### config.mk
export PLATFORM = sky130hd
export DESIGN_NAME = obi_rr_multi_arbiter
export DESIGN_NICKNAME = d
export VERILOG_FILES = /design/src/rtl/obi_rr_multi_arbiter.sv
export SDC_FILE = /design/constraint.sdc
export NUM_CORES = 1
export LEC_CHECK = 0
export ABC_CLOCK_PERIOD_IN_PS = 1800
export CAP_MARGIN = 10
export CORE_AREA = 2 2 166 168
export CTS_BUF_LIST = sky130_fd_sc_hd__clkbuf_16
export CTS_CLUSTER_SIZE = 28
export DETAILED_ROUTE_END_ITERATION = 8
export DIE_AREA = 0 0 168 170
export GPL_ROUTABILITY_DRIVEN = 0
export PLACE_DENSITY_LB_ADDON = 0.12
export SLEW_MARGIN = 20
export SYNTH_ARGS = -nofsm -noshare
export SYNTH_HDL_FRONTEND = slang
export SYNTH_SLANG_ARGS = --single-unit
export TNS_END_PERCENT = 50
### constraint.sdc
create_clock -name clk -period 1.8 [get_ports clk]
set_input_delay 0.18 -clock clk [delete_from_list [all_inputs] [get_ports clk]]
set_output_delay 0.18 -clock clk [all_outputs]
set_load 0.03 [all_outputs]
### src/rtl/obi_rr_multi_arbiter.sv
// obi_rr_multi_arbiter
// Shares one OBI-style data port (typically a data cache core_if) among
// NR_MASTER_PORTS requesters. Arbitration is round-robin, and a request that is
// not yet granted stays locked in. Up to MAX_OUTSTANDING granted transactions
// may be in flight. An in-order ID FIFO routes each response back to the master
// that issued the request.
//
// Optional feature: define OBI_ARB_FIXED_PRIO_EN to replace round-robin with
// fixed priority (the lowest index wins). Lock-in still applies in that mode.
//
// Ports:
//   clk, rst                 clock, asynchronous active-high reset
//   m_req_i / m_gnt_o        per-master request / zero-cycle grant
//   m_we_i, m_be_i,          per-master request fields (packed, master 0 in
//   m_addr_i, m_wdata_i      the LSBs)
//   m_rvalid_o               per-master response valid
//   m_rdata_o, m_err_o       response data / error, broadcast to all masters
//   s_req_o / s_gnt_i        shared-port request / grant
//   s_we_o, s_be_o,          request fields of the selected master
//   s_addr_o, s_wdata_o
//   s_rvalid_i, s_rdata_i,   shared-port response
//   s_err_i
//   resp_orphan_o            sticky: a response arrived with nothing in flight
//   outstanding_o            number of transactions in flight
module obi_rr_multi_arbiter #(
  parameter int unsigned NR_MASTER_PORTS = 4,
  parameter int unsigned MAX_OUTSTANDING = 2,
  parameter int unsigned ADDR_WIDTH      = 32,
  parameter int unsigned DATA_WIDTH      = 32
) (
  input  logic                                     clk,
  input  logic                                     rst,
  input  logic [NR_MASTER_PORTS-1:0]               m_req_i,
  output logic [NR_MASTER_PORTS-1:0]               m_gnt_o,
  input  logic [NR_MASTER_PORTS-1:0]               m_we_i,
  input  logic [NR_MASTER_PORTS*(DATA_WIDTH/8)-1:0] m_be_i,
  input  logic [NR_MASTER_PORTS*ADDR_WIDTH-1:0]    m_addr_i,
  input  logic [NR_MASTER_PORTS*DATA_WIDTH-1:0]    m_wdata_i,
  output logic [NR_MASTER_PORTS-1:0]               m_rvalid_o,
  output logic [DATA_WIDTH-1:0]                    m_rdata_o,
  output logic                                     m_err_o,
  output logic                                     s_req_o,
  input  logic                                     s_gnt_i,
  output logic                                     s_we_o,
  output logic [DATA_WIDTH/8-1:0]                  s_be_o,
  output logic [ADDR_WIDTH-1:0]                    s_addr_o,
  output logic [DATA_WIDTH-1:0]                    s_wdata_o,
  input  logic                                     s_rvalid_i,
  input  logic [DATA_WIDTH-1:0]                    s_rdata_i,
  input  logic                                     s_err_i,
  output logic                                     resp_orphan_o,
  output logic [$clog2(MAX_OUTSTANDING+1)-1:0]     outstanding_o
);

  localparam int unsigned N     = NR_MASTER_PORTS;
  localparam int unsigned BE_W  = DATA_WIDTH / 8;
  localparam int unsigned IDX_W = $clog2(N);
  localparam int unsigned PTR_W = (MAX_OUTSTANDING > 1) ? $clog2(MAX_OUTSTANDING) : 1;
  localparam int unsigned CNT_W = $clog2(MAX_OUTSTANDING + 1);

  typedef logic [IDX_W-1:0] idx_t;
  typedef logic [PTR_W-1:0] ptr_t;
  typedef logic [CNT_W-1:0] cnt_t;

  typedef enum logic {
    LOCK_IDLE,
    LOCK_HELD
  } lock_state_e;

  // Unpacked views of the packed per-master request fields
  logic [ADDR_WIDTH-1:0] addr_arr  [N];
  logic [DATA_WIDTH-1:0] wdata_arr [N];
  logic [BE_W-1:0]       be_arr    [N];

  for (genvar g = 0; g < N; g++) begin : g_unpack
    assign addr_arr[g]  = m_addr_i[g*ADDR_WIDTH +: ADDR_WIDTH];
    assign wdata_arr[g] = m_wdata_i[g*DATA_WIDTH +: DATA_WIDTH];
    assign be_arr[g]    = m_be_i[g*BE_W +: BE_W];
  end

  lock_state_e lock_state_q, lock_state_d;
  idx_t        lock_idx_q, lock_idx_d;
  idx_t        arb_idx;
  idx_t        sel;
  logic        lock_valid;
  logic        full;
  logic        hs;

  idx_t        fifo_q [MAX_OUTSTANDING];
  ptr_t        wr_ptr_q, rd_ptr_q;
  cnt_t        count_q;
  logic        orphan_q;
  logic        push, pop;
  idx_t        head;

`ifdef OBI_ARB_FIXED_PRIO_EN
  // Fixed priority: the lowest-index requester wins
  always_comb begin : arb_search
    logic found;
    found   = 1'b0;
    arb_idx = '0;
    for (int unsigned i = 0; i < N; i++) begin
      if (!found && m_req_i[idx_t'(i)]) begin
        found   = 1'b1;
        arb_idx = idx_t'(i);
      end
    end
  end
`else
  idx_t rr_ptr_q;

  // Round-robin: the first requester at or after rr_ptr_q, wrapping from N-1 to 0
  always_comb begin : arb_search
    logic             found;
    logic [IDX_W:0]   cand;
    found   = 1'b0;
    cand    = '0;
    arb_idx = rr_ptr_q;
    for (int unsigned i = 0; i < N; i++) begin
      cand = {1'b0, rr_ptr_q} + (IDX_W+1)'(i);
      if (cand >= (IDX_W+1)'(N)) cand = cand - (IDX_W+1)'(N);
      if (!found && m_req_i[cand[IDX_W-1:0]]) begin
        found   = 1'b1;
        arb_idx = cand[IDX_W-1:0];
      end
    end
  end

  // The pointer moves just past the master that was granted
  always_ff @(posedge clk or posedge rst) begin
    if (rst) begin
      rr_ptr_q <= '0;
    end else if (hs) begin
      rr_ptr_q <= (sel == idx_t'(N - 1)) ? '0 : sel + idx_t'(1);
    end
  end
`endif

  // A lock only steers selection while its master keeps requesting. If the
  // master drops its request, arbitration proceeds normally and the lock
  // clears on the next edge.
  assign lock_valid = (lock_state_q == LOCK_HELD) && m_req_i[lock_idx_q];
  assign sel        = lock_valid ? lock_idx_q : arb_idx;

  assign full    = (count_q == cnt_t'(MAX_OUTSTANDING));
  assign s_req_o = (|m_req_i) & ~full & ~rst;
  assign hs      = s_req_o & s_gnt_i;

  assign s_we_o    = m_we_i[sel];
  assign s_be_o    = be_arr[sel];
  assign s_addr_o  = addr_arr[sel];
  assign s_wdata_o = wdata_arr[sel];

  // Zero-cycle grant back to the selected master
  always_comb begin
    m_gnt_o = '0;
    if (hs) m_gnt_o[sel] = 1'b1;
  end

  // Lock state register
  always_ff @(posedge clk or posedge rst) begin
    if (rst) begin
      lock_state_q <= LOCK_IDLE;
      lock_idx_q   <= '0;
    end else begin
      lock_state_q <= lock_state_d;
      lock_idx_q   <= lock_idx_d;
    end
  end

  // Lock next state: hold an ungranted request until its handshake completes
  always_comb begin
    lock_state_d = lock_state_q;
    lock_idx_d   = lock_idx_q;
    if (hs) begin
      lock_state_d = LOCK_IDLE;
    end else if (lock_valid) begin
      lock_state_d = LOCK_HELD;
    end else if (s_req_o) begin
      lock_state_d = LOCK_HELD;
      lock_idx_d   = sel;
    end else begin
      lock_state_d = LOCK_IDLE;
    end
  end

  function automatic ptr_t ptr_inc(input ptr_t p);
    return (p == ptr_t'(MAX_OUTSTANDING - 1)) ? '0 : p + ptr_t'(1);
  endfunction

  // full blocks s_req_o, so a push never hits a full FIFO
  assign push = hs;
  assign pop  = s_rvalid_i & (count_q != '0);
  assign head = fifo_q[rd_ptr_q];

  // In-order ID FIFO of granted master indices
  always_ff @(posedge clk or posedge rst) begin
    if (rst) begin
      for (int unsigned i = 0; i < MAX_OUTSTANDING; i++) fifo_q[i] <= '0;
      wr_ptr_q <= '0;
      rd_ptr_q <= '0;
      count_q  <= '0;
      orphan_q <= 1'b0;
    end else begin
      if (push) begin
        fifo_q[wr_ptr_q] <= sel;
        wr_ptr_q         <= ptr_inc(wr_ptr_q);
      end
      if (pop) rd_ptr_q <= ptr_inc(rd_ptr_q);
      if (push && !pop)      count_q <= count_q + cnt_t'(1);
      else if (pop && !push) count_q <= count_q - cnt_t'(1);
      if (s_rvalid_i && (count_q == '0)) orphan_q <= 1'b1;
    end
  end

  // Response routing to the oldest in-flight master
  always_comb begin
    m_rvalid_o = '0;
    if (pop) m_rvalid_o[head] = 1'b1;
  end

  assign m_rdata_o     = s_rdata_i;
  assign m_err_o       = s_err_i;
  assign resp_orphan_o = orphan_q;
  assign outstanding_o = count_q;

endmodule

### After elaboration in Yosys (flattened, before gate mapping)

Index checks and enable logic that the tools add are counted.
Widths: inputs -> output; s select.

| operators by class | value |
|---|---|
| add/sub/neg operators | 12 |
| reductions and logical operators | 20 |
| bitwise operators | 11 |
| mux-type cells | 53 |
| equality and inequality tests | 2 |
| order comparisons | 17 |

Operators with widths:

| cell | count |
|---|---|
| $bmux 32 s2 | 2 |
| $mux 32 | 4 |
| $mux 2 | 16 |
| $lt 2x3->1 const B | 7 |
| $mux 1 | 16 |
| $mux 4 | 4 |
| $bmux 1 s2 | 6 |
| $ge 3x3->1 const B | 4 |
| $logic_and 1x1->1 | 10 |
| $sub 2x1->2 const B | 5 |
| $bmux 4 s2 | 1 |
| $add 2x2->3 const B | 2 |
| $logic_not 1->1 | 5 |
| $add 2x1->2 const B | 2 |
| $and 1x1->1 | 4 |
| $bwmux 4 | 1 |
| $demux 1 s2 | 2 |
| $eq 2x2->1 const B | 2 |
| $ge 2x1->1 const B | 2 |
| $ge 2x2->1 const B | 2 |
| $not 1->1 | 4 |
| $not 1->2 | 2 |
| $reduce_bool 2->1 | 2 |
| $reduce_or 4->1 | 1 |
| other kinds (8) | 9 |

| storage, ports and cells | value |
|---|---|
| logic and storage cells | 124 |
| flip-flop bits (word level) | 14 |

### Depth between registers and ports, before layout

| depth | value |
|---|---|
| depth in word-level cells | 20 |
| gate-level depth with buffers | 9 |
| depth with buffers taken out | 8 |

### Worst setup path before layout

OpenSTA, ideal clock, no wires.

| timing | value |
|---|---|
| path type | register to output |
| start point | reg count_q[0], in the netlist outstanding_o[0] |
| end point | out m_gnt_o[0] |
| slack | -0.562 ns |
| data arrival time | 2.182 ns |
| data required time | 1.620 ns |
| cell stages (with the launch flop) | 5 |
| path through | dfrtp_1 -> inv_1 -> a221oi_4 -> nand2_2 -> nor3_1 |

| between the ends | value |
|---|---|
| word-level cells in the longest chain between the ends | 6 |

RTL lines:

| item | line | RTL |
|---|---|---|
| start: declaration | 91 | `cnt_t count_q;` |
| start signal: assignment | 210 | `if (push && !pop) count_q <= count_q + cnt_t'(1);` |
| start signal: assignment | 211 | `else if (pop && !push) count_q <= count_q - cnt_t'(1);` |
| $eq 2x2->1 | 145 | `assign full = (count_q == cnt_t'(MAX_OUTSTANDING));` |
| $not 1->1 | 146 | `assign s_req_o = (\|m_req_i) & ~full & ~rst;` |
| $and 1x1->1 (2 in a row) | 146 |  |
| named net s_req_o | 42 | `output logic s_req_o,` |
| $and 1x1->1 | 147 | `assign hs = s_req_o & s_gnt_i;` |
| $mux 4 | 157 | `if (hs) m_gnt_o[sel] = 1'b1;` |
| end: declaration | 34 | `output logic [NR_MASTER_PORTS-1:0] m_gnt_o,` |

The timed path passes the listed nets, and every way through them passes these cells.

### Worst setup path in the final report

| timing | value |
|---|---|
| start point | reg lock_idx_q[0] |
| end point | out s_wdata_o[28] |

| between the ends | value |
|---|---|
| word-level cells in the longest chain between the ends | 8 |

RTL lines:

| item | line | RTL |
|---|---|---|
| start: declaration | 82 | `idx_t lock_idx_q, lock_idx_d;` |
| start signal: assignment | 167 | `lock_idx_q <= lock_idx_d;` |
| $bmux 1 s2 | 142 | `assign lock_valid = (lock_state_q == LOCK_HELD) && m_req_i[lock_idx_q];` |
| $mux 1 (implied by the code) | 142 |  |
| $logic_and 1x1->1 | 142 |  |
| $mux 2 (*) | 143 | `assign sel = lock_valid ? lock_idx_q : arb_idx;` |
| $not 2->3 (implied by the code) (*) | 152 | `assign s_wdata_o = wdata_arr[sel];` |
| $bmux 32 s2 (*) | 152 |  |
| $mux 32 (implied by the code) (*) (2 in a row) | 152 |  |
| end: declaration | 47 | `output logic [DATA_WIDTH-1:0] s_wdata_o,` |

Mark *: on every way between the ends. The rest lies on a longest branch, timed or not. The select of a mux whose other input is x is not followed.

==> reports/results.ini <==
[status]
outcome=finished with violations
violations=setup timing

[job]
maxCapViolations=0

[synthesis]
ys_seq_area_frac=0.0923
ys_warn_count=0
netlist_instances=556
synth_cell_types=42
synth_fp_nets=875
synth_seq_cells=14
syn_avg_cell_area_sq_um=6.82
syn-cell-area_sq_mm=0.00379

[cts]
clock_sink_count=14
clk_latency_ns=0.25
cts_tree=yes
cts_root_buf=clkbuf_16
cts_buffers=3
htree_levels=1
clock_path_buffers=2
clkTransAtPathRegs_ns=0.05

[detailed_routing]
drt_drc_violations_left=0
drtIter0Drc=280
ant_nets=0
vias_per_cell=5.10
wl_per_cell_microns=24.8
routed_wl_microns=33000
first_pass_iters=4
vias=6804

[worst_hold_path]
hold_class=primary input to async pin

[pwr]
p_int_mw=13.8
seqPwrFrac=0.024
switchingPower_mw=13.6
p_clk_frac=0.016
comb_power_share=0.960
power.static_leakage_nw=4.27
p_sw_frac=0.496
finalPower_mw=27.5
p_per_area_mw_per_mm2=2210
vdd_ir_drop_max_mv=0.800

[floorplanning]
die_w_microns=168
core_region_area_sq_mm=0.0267
pin_count=431
start_util=0.142
num_rows=60
die_y_microns=170
design.die.area_sq_mm=0.0286

[timing]
relSlewSlack=0.753
period_needed_ns=2.58
fin_hold_ws_ns=0.249
rsz0062_at_grt=yes
finalWorstSetupSlack_ns=-0.779
hold_viol_final=0
setup_viol=77
slew_viol_final=0
fin_crit_sh=1.43
fin_skew_ns=0.00290
worst_slew_pin_slew_ns=0.366
fmax_mhz=388

[worst_setup_path]
worstSetupPathType=flop to output pin
crit_path_max_incr_delay_ns=0.43
endpoint=s_wdata_o[28]
crit_start=lock_idx_q[0]$_DFFE_PP0P_
cp-end-kind=output pin
path_max_fanout=9
rr_endpoint=fifo_q[0]$_DFFE_PP0P_
worstPathRequired_ns=1.62
timing.rr.start=lock_idx_q[0]$_DFFE_PP0P_
critPathArrivalTime_ns=2.40
crit_top_cell=buf_12
startpoint_type=flop
critPathSlowestCell=dfrtp_2
crit_chain=mux2i_2 > buf_4 > o22ai_4 > buf_6 > nand2_8 > buf_12 > buf_16 > a311oi_4 > a32oi_4 > buf_12
reg2reg_depth=10
rrSetupSlack_ns=-0.20

[global_routing]
gr-total-overflow=0
grt_pass1_wl_microns=45600
grt_max_degree=35
antenna_found_initial=1
grt_util_all_layers=0.208
grt_pass1_vias=7052

[layout]
final_net_count=1312
fin_area_sq_mm=0.0124
fin_util=0.467
layoutNonFillerInstCount=1333
diodes=0
drive_gt1_frac=0.476
area_growth_pct=228

[place]
dpl-instance-area_sq_mm=0.00964
place_inst=1264
io_buffers=364
post-dp-hpwl_microns=20800

## Yosys cell counts, drive strengths merged
library cell,count,area share
o21ai,142,0.19
buf,86,0.14
a32oi,70,0.16
nand3,70,0.092
a311oi,69,0.16
clkbuf,29,0.029
nor2,15,0.016
dfrtp,14,0.092
nand2,10,0.011
inv,5,0.0049
a21oi,4,0.0063
mux2i,4,0.012
a21o,3,0.0059
and3,3,0.0049
mux2,3,0.0089
nand2b,3,0.0049
nand3b,3,0.0059
nor3,3,0.0040
xnor2,3,0.0069
ha,2,0.0066
nor2b,2,0.0033
xor2,2,0.0046
a211o,1,0.0023
a221oi,1,0.0069
and2,1,0.0017
and4,1,0.0030
clkinv,1,0.00099
nand4,1,0.0033
nand4b,1,0.0023
o22a,1,0.0026
o22ai,1,0.0033
o32a,1,0.0026
or3,1,0.0017
## critical path, delay by kind of cell (launching register included)
kind                   cells  cell delay, ns
buffers and inverters      5            0.82
multiplexers               1            0.17
AO/OA/AOI/OAI              3            0.62
flip-flops                 1            0.43
AND/OR/NAND/NOR            1            0.10
## flip-flops by register name, indices dropped and copies added, names as in the netlist
signal         flops
rd_ptr_q           1
rr_ptr_q           2
lock_idx_q         2
wr_ptr_q           1
outstanding_o      2
lock_state_q       1
resp_orphan_o      1
fifo_q             4
## how the worst min path moves through the flow
stage,to,startpoint,slack (ns),cells past startpoint
5_1_grt,resp_orphan_o$_DFFE_PP0P_,rst,0.29,2
6_report,resp_orphan_o$_DFFE_PP0P_,rst,0.25,2
3_5_place_dp,m_rdata_o[19],s_rdata_i[19],0.36,0
3_3_place_gp,m_rdata_o[19],s_rdata_i[19],0.36,0
4_1_cts,resp_orphan_o$_DFFE_PP0P_,rst,0.27,2
2_1_floorplan,fifo_q[0]$_DFFE_PP0P_,rst,0.07,1
## routing by layer
metal / vias to the layer above / routed length [microns] / track usage
li1: 3159 / - / -
met1: 3335 / 13800 / 0.254
met2: 262 / 16600 / 0.379
met3: 48 / 1760 / 0.0335
met4: 0 / 835 / 0.0544
met5: - / 0 / 0
## power groups by stage
stage	logic (mW)	registers [mW]	clock network (mW)
after detailed placement	19.4	0.656	0
final	26.4	0.662	0.431
after global routing	27.4	0.693	0.453
after global placement	19.3	0.658	0
after CTS	24.9	0.651	0.441
after floorplan	12.2	0.653	0
## repair_timing
item | CTS | global route
pin swaps | 39 | 51
gates resized for setup | 409 | 97
setup endpoints to repair | 79 | 81
gates cloned | 19 | 12
hold buffers | 0 | 0
setup buffers | 27 | 9
## final cells by class
type	count	area (sq um)
timing repair buffer	546	6390
fill	2447	14200
inverter	6	36.3
timing repair inverter	1	16.3
sequential	14	354
clock inverter	1	3.75
tap	341	427
clock buffer	3	75.1
multi-input combinational	421	5150
## through the flow
stage / setup WS, ns / TNS [ns]
global route: -0.878 / -57.80
floorplan: -0.254 / -18.36
global placement: -1.22 / -80.91
detailed placement: -1.24 / -82.91
finish: -0.779 / -50.03
CTS: -0.777 / -52.73
## placed cells by master (no fill, tap or decap), types with 6 or more instances in the layout
| cell | n |
|---|---|
| clkdlybuf4s50_1 | 282 |
| buf_4 | 96 |
| o21ai_1 | 93 |
| buf_6 | 82 |
| a32oi_4 | 68 |
| nand3_1 | 51 |
| buf_12 | 36 |
| a311oi_2 | 32 |
| a311oi_4 | 31 |
| buf_16 | 28 |
| o21ai_2 | 26 |
| o21ai_0 | 22 |
| nand3_2 | 19 |
| clkbuf_16 | 15 |
| nor2_1 | 13 |
| dfrtp_1 | 11 |
| nand2_1 | 6 |
| a311oi_1 | 6 |
| buf_8 | 6 |
## logic make-up (layout without fill, tap and decap cells)
| group | count (synthesis) | in the layout | synth area share |
|---|---|---|---|
| AO/OA/AOI/OAI | 293 | 293 | 0.538 |
| buffers and inverters | 121 | 557 | 0.177 |
| AND/OR/NAND/NOR | 114 | 114 | 0.154 |
| flip-flops | 14 | 14 | 0.0923 |
| multiplexers | 7 | 7 | 0.0204 |
| XOR/XNOR | 5 | 5 | 0.0115 |
| adder cells (fa/ha/maj) | 2 | 2 | 0.00660 |
No activity file was read; power rests on OpenSTA's default activity.
